File: config.mk
export PLATFORM = sky130hd
export DESIGN_NAME = cla_pipe_addsub
export DESIGN_NICKNAME = d
export VERILOG_FILES = /design/src/rtl/cla_pipe_addsub.sv
export SDC_FILE = /design/constraint.sdc
export NUM_CORES = 2
export LEC_CHECK = 0
export BUFFER_PORTS_ARGS = -buffer_cell sky130_fd_sc_hd__buf_2
export CAP_MARGIN = 20
export CORE_ASPECT_RATIO = 0.9
export CORE_UTILIZATION = 52
export CTS_BUF_LIST = sky130_fd_sc_hd__clkbuf_16
export CTS_CLUSTER_SIZE = 8
export DETAILED_ROUTE_END_ITERATION = 10
export GPL_TIMING_DRIVEN = 0
export PLACE_DENSITY = 0.75
export REMOVE_ABC_BUFFERS = 1
export SLEW_MARGIN = 10
export SYNTH_ARGS = -nofsm -noshare
export SYNTH_HDL_FRONTEND = slang
export SYNTH_SLANG_ARGS = --single-unit
File: constraint.sdc
create_clock -name clk -period 3.78 [get_ports clk]
set_input_delay 1.134 -clock clk [delete_from_list [all_inputs] [get_ports clk]]
set_output_delay 1.134 -clock clk [all_outputs]
set_load 0.02 [all_outputs]
File: src/rtl/cla_pipe_addsub.sv
// cla_pipe_addsub: pipelined WIDTH-bit add/subtract built from SEGS carry-lookahead segments
//   clk       rising-edge clock
//   rst_n     asynchronous active-low reset
//   en        pipeline advance, 0 freezes every register
//   in_valid  operands valid this cycle (sampled when en=1)
//   sub       0: a+b+c_in, 1: a-b-c_in (c_in is borrow-in)
//   a, b      unsigned WIDTH-bit operands
//   c_in      carry-in / borrow-in
//   out_valid sum/c_out hold a new result
//   sum       result modulo 2^WIDTH
//   c_out     add: carry out; sub: 1 = no borrow
module cla_pipe_addsub #(
   parameter int WIDTH = 192,
   parameter int SEGS  = 3,
   parameter int GW    = 4
) (
   input  logic             clk,
   input  logic             rst_n,
   input  logic             en,
   input  logic             in_valid,
   input  logic             sub,
   input  logic [WIDTH-1:0] a,
   input  logic [WIDTH-1:0] b,
   input  logic             c_in,
   output logic             out_valid,
   output logic [WIDTH-1:0] sum,
   output logic             c_out
);
   localparam int SW = WIDTH / SEGS;
   localparam int NG = SW / GW;
   logic [WIDTH-1:0] w_b;
   logic             w_ci;
   logic [SEGS-1:0]  w_vin, w_ld, w_co, r_vld, r_c;
   // subtraction as a + ~b + ~borrow, so sub only matters at the input
   assign w_b       = b ^ {WIDTH{sub}};
   assign w_ci      = c_in ^ sub;
   assign w_ld      = w_vin & {SEGS{en}};
   assign out_valid = r_vld[SEGS-1];
   assign c_out     = r_c[SEGS-1];
   // one segment: group G/P, lookahead across groups, local carries inside each group
   function automatic logic [SW:0] cla(input logic [SW-1:0] x, input logic [SW-1:0] y, input logic ci);
      logic [SW-1:0] g, p, c;
      logic [NG-1:0] gg, gp;
      logic [NG:0]   gc;
      logic          acc, pp;
      g  = x & y;
      p  = x ^ y;
      c  = '0;
      gc = '0;
      for (int i = 0; i < NG; i++) begin
         gg[i] = 1'b0;
         gp[i] = 1'b1;
         for (int j = 0; j < GW; j++) begin
            gg[i] = g[i*GW+j] | (p[i*GW+j] & gg[i]);
            gp[i] = gp[i] & p[i*GW+j];
         end
      end
      gc[0] = ci;
      // flattened lookahead: each group carry is a sum of products, not a ripple
      for (int i = 0; i < NG; i++) begin
         acc = gg[i];
         pp  = gp[i];
         for (int j = i - 1; j >= 0; j--) begin
            acc = acc | (pp & gg[j]);
            pp  = pp & gp[j];
         end
         gc[i+1] = acc | (pp & ci);
      end
      for (int i = 0; i < NG; i++) begin
         acc = gc[i];
         for (int j = 0; j < GW; j++) begin
            c[i*GW+j] = acc;
            acc = g[i*GW+j] | (p[i*GW+j] & acc);
         end
      end
      return {gc[NG], p ^ c};
   endfunction
   always_ff @(posedge clk or negedge rst_n)
      if (!rst_n) begin
         r_vld <= '0;
         r_c   <= '0;
      end else begin
         if (en) r_vld <= w_vin;
         for (int k = 0; k < SEGS; k++)
            if (w_ld[k]) r_c[k] <= w_co[k];
      end
   for (genvar k = 0; k < SEGS; k++) begin : g_stg
      logic [SW-1:0] w_x, w_y, w_s;
      logic          w_cin;
      // deskew chain; entry 0 is the stage result register
      logic [SW-1:0] r_ds [SEGS-k];
      if (k == 0) begin : g_first
         assign w_vin[0] = in_valid;
         assign w_x      = a[SW-1:0];
         assign w_y      = w_b[SW-1:0];
         assign w_cin    = w_ci;
      end else begin : g_rest
         // input skew: slice k waits k ranks so it meets the carry of stage k-1
         logic [SW-1:0] r_sa [k];
         logic [SW-1:0] r_sb [k];
         assign w_vin[k] = r_vld[k-1];
         assign w_x      = r_sa[k-1];
         assign w_y      = r_sb[k-1];
         assign w_cin    = r_c[k-1];
         always_ff @(posedge clk or negedge rst_n)
            if (!rst_n) begin
               for (int m = 0; m < k; m++) begin
                  r_sa[m] <= '0;
                  r_sb[m] <= '0;
               end
            end else begin
               if (w_ld[0]) begin
                  r_sa[0] <= a[k*SW +: SW];
                  r_sb[0] <= w_b[k*SW +: SW];
               end
               for (int m = 1; m < k; m++)
                  if (w_ld[m]) begin
                     r_sa[m] <= r_sa[m-1];
                     r_sb[m] <= r_sb[m-1];
                  end
            end
      end
      assign {w_co[k], w_s} = cla(w_x, w_y, w_cin);
      always_ff @(posedge clk or negedge rst_n)
         if (!rst_n) begin
            for (int m = 0; m < SEGS - k; m++) r_ds[m] <= '0;
         end else begin
            if (w_ld[k]) r_ds[0] <= w_s;
            for (int m = 1; m < SEGS - k; m++)
               if (w_ld[k+m]) r_ds[m] <= r_ds[m-1];
         end
      assign sum[k*SW +: SW] = r_ds[SEGS-1-k];
   end
endmodule

== Word level (Yosys, flattened, before mapping) ==
Index checks and enable logic that the tools add are counted.
Cells by class
  bitwise operators: 1908
Operators with widths (number)
  $and A1 B1 Y1: 1200
  $or A1 B1 Y1: 696
  $xor A64 B64 Y64: 6
  $and A64 B64 Y64: 3
  $xor A192 B192 Y192: 1
  $and A3 B3 Y3: 1
  $xor A1 B1 Y1: 1
Word-level totals
  word-level logic and storage cells: 1924
  output and inout bits: 194
  register bits after elaboration: 774

== Depth between registers and ports, before layout ==
  depth after elaboration: 31
  mapped depth: 19
  gate-level depth less buffers: 16

== Worst setup path before layout ==
OpenSTA, ideal clock, no wires.
  kind: input port to flip-flop
  start: in sub
  end: reg g_stg[0].r_ds[179] (netlist bit)
  path buffers: 3
  path slack: -1903 ps
  stages on the path: 19
  arrival time: 5601 ps
  setup time: 83 ps
  data required time: 3697 ps
  path through: clkbuf_1 buf_1 buf_1 xor2_1 ha_1 nand4_1 or2_2 nand2b_1 a31oi_1 a211oi_2 o31ai_1 nand3_1 and2_1 o21a_1 fa_1 fa_1 fa_1 xor2_1 o21ai_0
Between the ends
  cells in the longest elaborated chain, start to end: 28
Ends and longest elaborated chain
  start, declared: line 21  | input logic sub,
  $xor A192 B192 Y192: line 35  | assign w_b = b ^ {WIDTH{sub}};
  $xor A64 B64 Y64 or $and A64 B64 Y64 (tied branches): line 47, 46
  $and A1 B1 Y1: line 54  | gg[i] = g[i*GW+j] | (p[i*GW+j] & gg[i]);
  $or A1 B1 Y1: line 54
  $and A1 B1 Y1: line 54
  $or A1 B1 Y1: line 54
  $and A1 B1 Y1: line 54
  $or A1 B1 Y1: line 54
  (+12 left out)
  $or A1 B1 Y1: line 67  | gc[i+1] = acc | (pp & ci);
  $and A1 B1 Y1: line 73  | acc = g[i*GW+j] | (p[i*GW+j] & acc);
  $or A1 B1 Y1: line 73
  $and A1 B1 Y1: line 73
  $or A1 B1 Y1: line 73
  $and A1 B1 Y1: line 73
  $or A1 B1 Y1: line 73
  $xor A64 B64 Y64 *: line 76  | return {gc[NG], p ^ c};
  end signal, assigned by index: line 130  | if (w_ld[k+m]) r_ds[m] <= r_ds[m-1];
  end, declared: line 91  | logic [SW-1:0] r_ds [SEGS-k];
Mark *: on every way between the ends. The rest lies on a longest branch, timed or not.
A chain may end at the register's enable or synchronous reset.

== Final worst setup path ==
  start: in sub
  end: reg g_stg[0].r_ds[191] (netlist bit)
Between the ends
  cells in the longest elaborated chain, start to end: 31
Ends and longest elaborated chain (line)
  $xor A192 B192 Y192: 35
  $xor A64 B64 Y64 or $and A64 B64 Y64 (tied branches): 47, 46
  $and A1 B1 Y1: 54
  $or A1 B1 Y1: 54
  $and A1 B1 Y1: 54
  $or A1 B1 Y1: 54
  $and A1 B1 Y1: 54
  $or A1 B1 Y1: 54
  (+15 left out)
  $or A1 B1 Y1: 67
  $and A1 B1 Y1: 73
  $or A1 B1 Y1: 73
  $and A1 B1 Y1: 73
  $or A1 B1 Y1: 73
  $and A1 B1 Y1: 73
  $or A1 B1 Y1: 73
  $xor A64 B64 Y64 *: 76
Marks and branches as above.

==> impl_metrics.csv <==
group,metric,value,unit
yosys,synth_warnings,0,
sta,fin_crit,4.57,ns
status,status,"finished with violations",
clock_tree,clk_pin_slew_worst_paths,0.05,ns
clock_tree,cts.sinks,774,
final_layout,layout_common_cells,"772 x dfrtp_1, 624 x nand2_1, 581 x buf_2",
yosys,synth_edf_count,0,
yosys,synth-simple-area-share,7.63,%
yosys,muxShareOfSynthArea,12.0,%
final_layout,final_core_util,64.2,%
sta,setup_viol,48,
clock_tree,cts_hold_buf,0,
power,p_leak,23.3,nW
worst_setup_path,slowest_stage,"or4_1",
sta,timing.fmax,0.219,GHz
grt,use_met2,42.4,%
final_layout,final_common_cell,"dfrtp_1",
sta,layout_worst_path_cycle_share,121,%
drt,first_pass_iters,5,
grt,grtUsageTotal,25.3,%
sta,report.final.slew_viol_count,0,
clock_tree,cts_tree,"built",
sta,finalClockSkew,0.0351,ns
sta,slew_headroom,61.0,%
worst_setup_path,end_kind,"flip-flop",
worst_setup_path,r2r_setup_slack,-0.22,ns
grt,first_global_vias,27600,
placed_design,dp_hpwl,63100,µm
worst_setup_path,max_stage_delay,0.44,ns
grt,grt_start_max_net_pins,110,
final_layout,fin_cells,4846,
placed_design,io_buffers,583,
yosys,synth_compound_area_share,6.46,%
drt,antenna_left,0,
floorplan,ios,584,
yosys,synth_area,0.0389,mm²
worst_setup_path,critPathRequiredTime,4.29,ns
sta,hold_violations,0,
clock_tree,insertion_delay,0.66,ns
placed_design,dpl.cell_count,4628,
floorplan,die_area,0.0759,mm²
worst_setup_path,critical_path_class,"in2reg",
yosys,ys_seq_area_share,49.8,%
power,power_density,654,mW/mm²
grt,antenna_found_initial,35,
floorplan,rows,94,
clock_tree,root_buffer,"clkbuf_16",
yosys,yosys_most_used_dff,"dfrtp_1",
yosys,synthAdderAreaFrac,13.6,%
grt,grt.busiest_layer,"met2",
worst_setup_path,crit_chain,"buf_16 -> buf_16 -> xor2_2 -> ha_1 -> nand4_1 -> nor2_2 -> nand3b_1 -> or4_1 -> o32a_1 -> o211a_1 -> o21a_4 -> o21ba_4 -> fa_2 -> fa_2 -> fa_2 -> xor2_1 -> o21ai_1",
grt,use_met1,30.1,%
grt,grt_pass1_wl,150000,µm
floorplan,die_y,261,µm
yosys,synthXorXnorAreaFrac,5.43,%
sta,postLayoutSetupSlackWorst,-0.793,ns
floorplan,core,0.0735,mm²
clock_tree,ctsHtreeMaxLevel,3,
hold_path,min_path_type,"in2async",
floorplan,die_width,290,µm
worst_setup_path,worstPathArrival,5.09,ns
floorplan,initial_core_util,52.9,%
worst_setup_path,timing.critical_path.mode_cell,"fa_2",
yosys,ys_ff_latch,774,
drt,avgRoutedWirePerCell,19.7,µm
drt,via_per_inst,5.35,
yosys,syn_avg_cell_area,11.7,µm²
run,cap_violations,0,
power,ir_worst_vdd,0.444,mV
yosys,async_flop_share,100,%
grt,use_met3,8.16,%
placed_design,place_congestion,0.868,
worst_setup_path,start_kind,"primary input",
yosys,syn_inst,3333,
final_layout,layout-drive-gt1-share,36.9,%
drt,drtIter0Drc,1401,
drt,wl,95600,µm
drt,drc_errors,0,
status,violations,"negative setup slack",
worst_setup_path,crit_fanout,5,
sta,worst_pin_slew,0.585,ns
clock_tree,numCtsBuffers,107,
grt,grt-ovfl-total,0,
drt,num_vias,25900,
sta,rsz0062_at_grt,"true",
final_layout,area_growth,21.3,%
clock_tree,cts.path.max_buffers,3,
final_layout,fin_nets,4588,
yosys,synth_top_family_by_area,"adder cells",
yosys,synth_cell_types,56,
[sequential cells by signal, summed over array words and instances (netlist names)]
register,count
g_stg.g_rest.r_sa,128
g_stg.g_rest.r_sb,128
g_stg.r_ds,256
g_stg.w_x,64
g_stg.w_y,64
r_c,3
r_vld,3
sum,128
[synthesized netlist by cell type (2+ instances only)]
cell / count / area (µm²)
a2111oi_0: 2 / 17.5
a211oi_1: 6 / 45.0
a21o_1: 64 / 480
a21oi_1: 57 / 285
a221oi_1: 2 / 17.5
a31oi_1: 2 / 12.5
a41oi_1: 2 / 17.5
and2_1: 5 / 31.3
and4_1: 4 / 35.0
buf_1: 14 / 52.6
buf_4: 128 / 961
clkbuf_1: 133 / 499
dfrtp_1: 774 / 19400
fa_1: 144 / 2880
ha_1: 192 / 2400
inv_1: 124 / 465
mux2_2: 414 / 4660
nand2_1: 630 / 2360
nand2_2: 2 / 12.5
nand2b_1: 9 / 56.3
nand3_1: 7 / 35.0
nand4_1: 35 / 219
nor2_1: 29 / 109
nor2b_1: 4 / 25.0
nor3_1: 5 / 25.0
o211a_1: 2 / 20.0
o21a_1: 12 / 90.1
o21ai_0: 255 / 1280
o21ai_1: 2 / 10.0
o21bai_1: 3 / 22.5
o31ai_1: 4 / 30.0
o32a_1: 2 / 20.0
or2_2: 3 / 18.8
xnor2_1: 160 / 1400
xor2_1: 81 / 709
[timing repair]
action | 4_1_cts | 5_1_grt
buffers inserted | 62 | 24
cloned | 9 | 0
gates resized for setup | 193 | 109
endpoints found under the setup margin | 107 | 81
pin swaps | 95 | 69
[area by class of cell]
type | count | area [µm²]
Timing Repair Buffer | 695 | 4650
Fill cell | 5470 | 26300
Sequential cell | 774 | 19400
Multi-Input combinational cell | 2160 | 18600
Clock buffer | 109 | 2730
Inverter | 124 | 473
Antenna cell | 14 | 35.0
Clock inverter | 10 | 144
Tap cell | 960 | 1200
[final timing paths]
check | start | to | cells past startpoint
min reg2reg | g_stg[2].g_rest.r_sa[72]$_DFFE_PN0P_ | g_stg[2].g_rest.r_sa[72]$_DFFE_PN0P_ | 2
max in group asynchronous | rst_n | sum[11]$_DFFE_PN0P_ | 5
max | sub | g_stg[0].r_ds[191]$_DFFE_PN0P_ | 17
min | rst_n | g_stg[2].w_x[17]$_DFFE_PN0P_ | 1
min in group clk | g_stg[2].g_rest.r_sa[72]$_DFFE_PN0P_ | g_stg[2].g_rest.r_sa[72]$_DFFE_PN0P_ | 2
max reg2reg | g_stg[1].g_rest.r_sa[41]$_DFFE_PN0P_ | g_stg[1].r_ds[126]$_DFFE_PN0P_ | 14
[stage by stage]
| stage | instance area (µm²) | hold WS [ns] | setup TNS, ns | setup slack, ns | power (mW) |
|---|---|---|---|---|---|
| final | 47200 | 0.399 | -15.05 | -0.793 | 30.8 |
| after global routing | 47200 | 0.398 | -18.72 | -0.784 | 32.6 |
| after CTS | 46600 | 0.389 | -8.94 | -0.593 | 30.7 |
| after detailed placement | 42300 | 0.458 | -113.76 | -2.54 | 21.6 |
| after global placement | 41500 | 0.456 | - | -14.91 | 21.6 |
| after floorplan | 37400 | 0.442 | -3025.10 | -5.37 | 18.3 |
[report_power, final]
part / leakage [nW] / switching, mW / internal [mW]
clock network: 1.41 / 3.41 / 5.04
logic: 12.4 / 5.30 / 4.59
registers: 9.53 / 1.62 / 10.9
total: 23.3 / 10.3 / 20.5
[per-layer routing]
| layer | share of wire, % | up-vias | routed length (µm) |
|---|---|---|---|
| met2 | 50 | 656 | 47500 |
| met4 | 3.6 | 42 | 3410 |
| li1 | - | 12000 | - |
| met1 | 39 | 13000 | 37500 |
| met5 | 0.26 | - | 251 |
| met3 | 7.2 | 228 | 6910 |
[logic make-up after synthesis]
family | Yosys count
compound gates | 431
fa+ha+maj | 336
flops | 774
mux | 414
simple gates | 738
xor+xnor | 241
buf+inv | 399
[worst max-delay path, delay by kind of cell]
family                   cells  cell delay [ns]
AND/OR/NAND/NOR              4             1.01
adder cells (fa/ha/maj)      4             1.38
AO/OA/AOI/OAI                5             0.90
buffers and inverters        2             0.30
XOR/XNOR                     2             0.34
No activity file was read; power rests on OpenSTA's default activity.
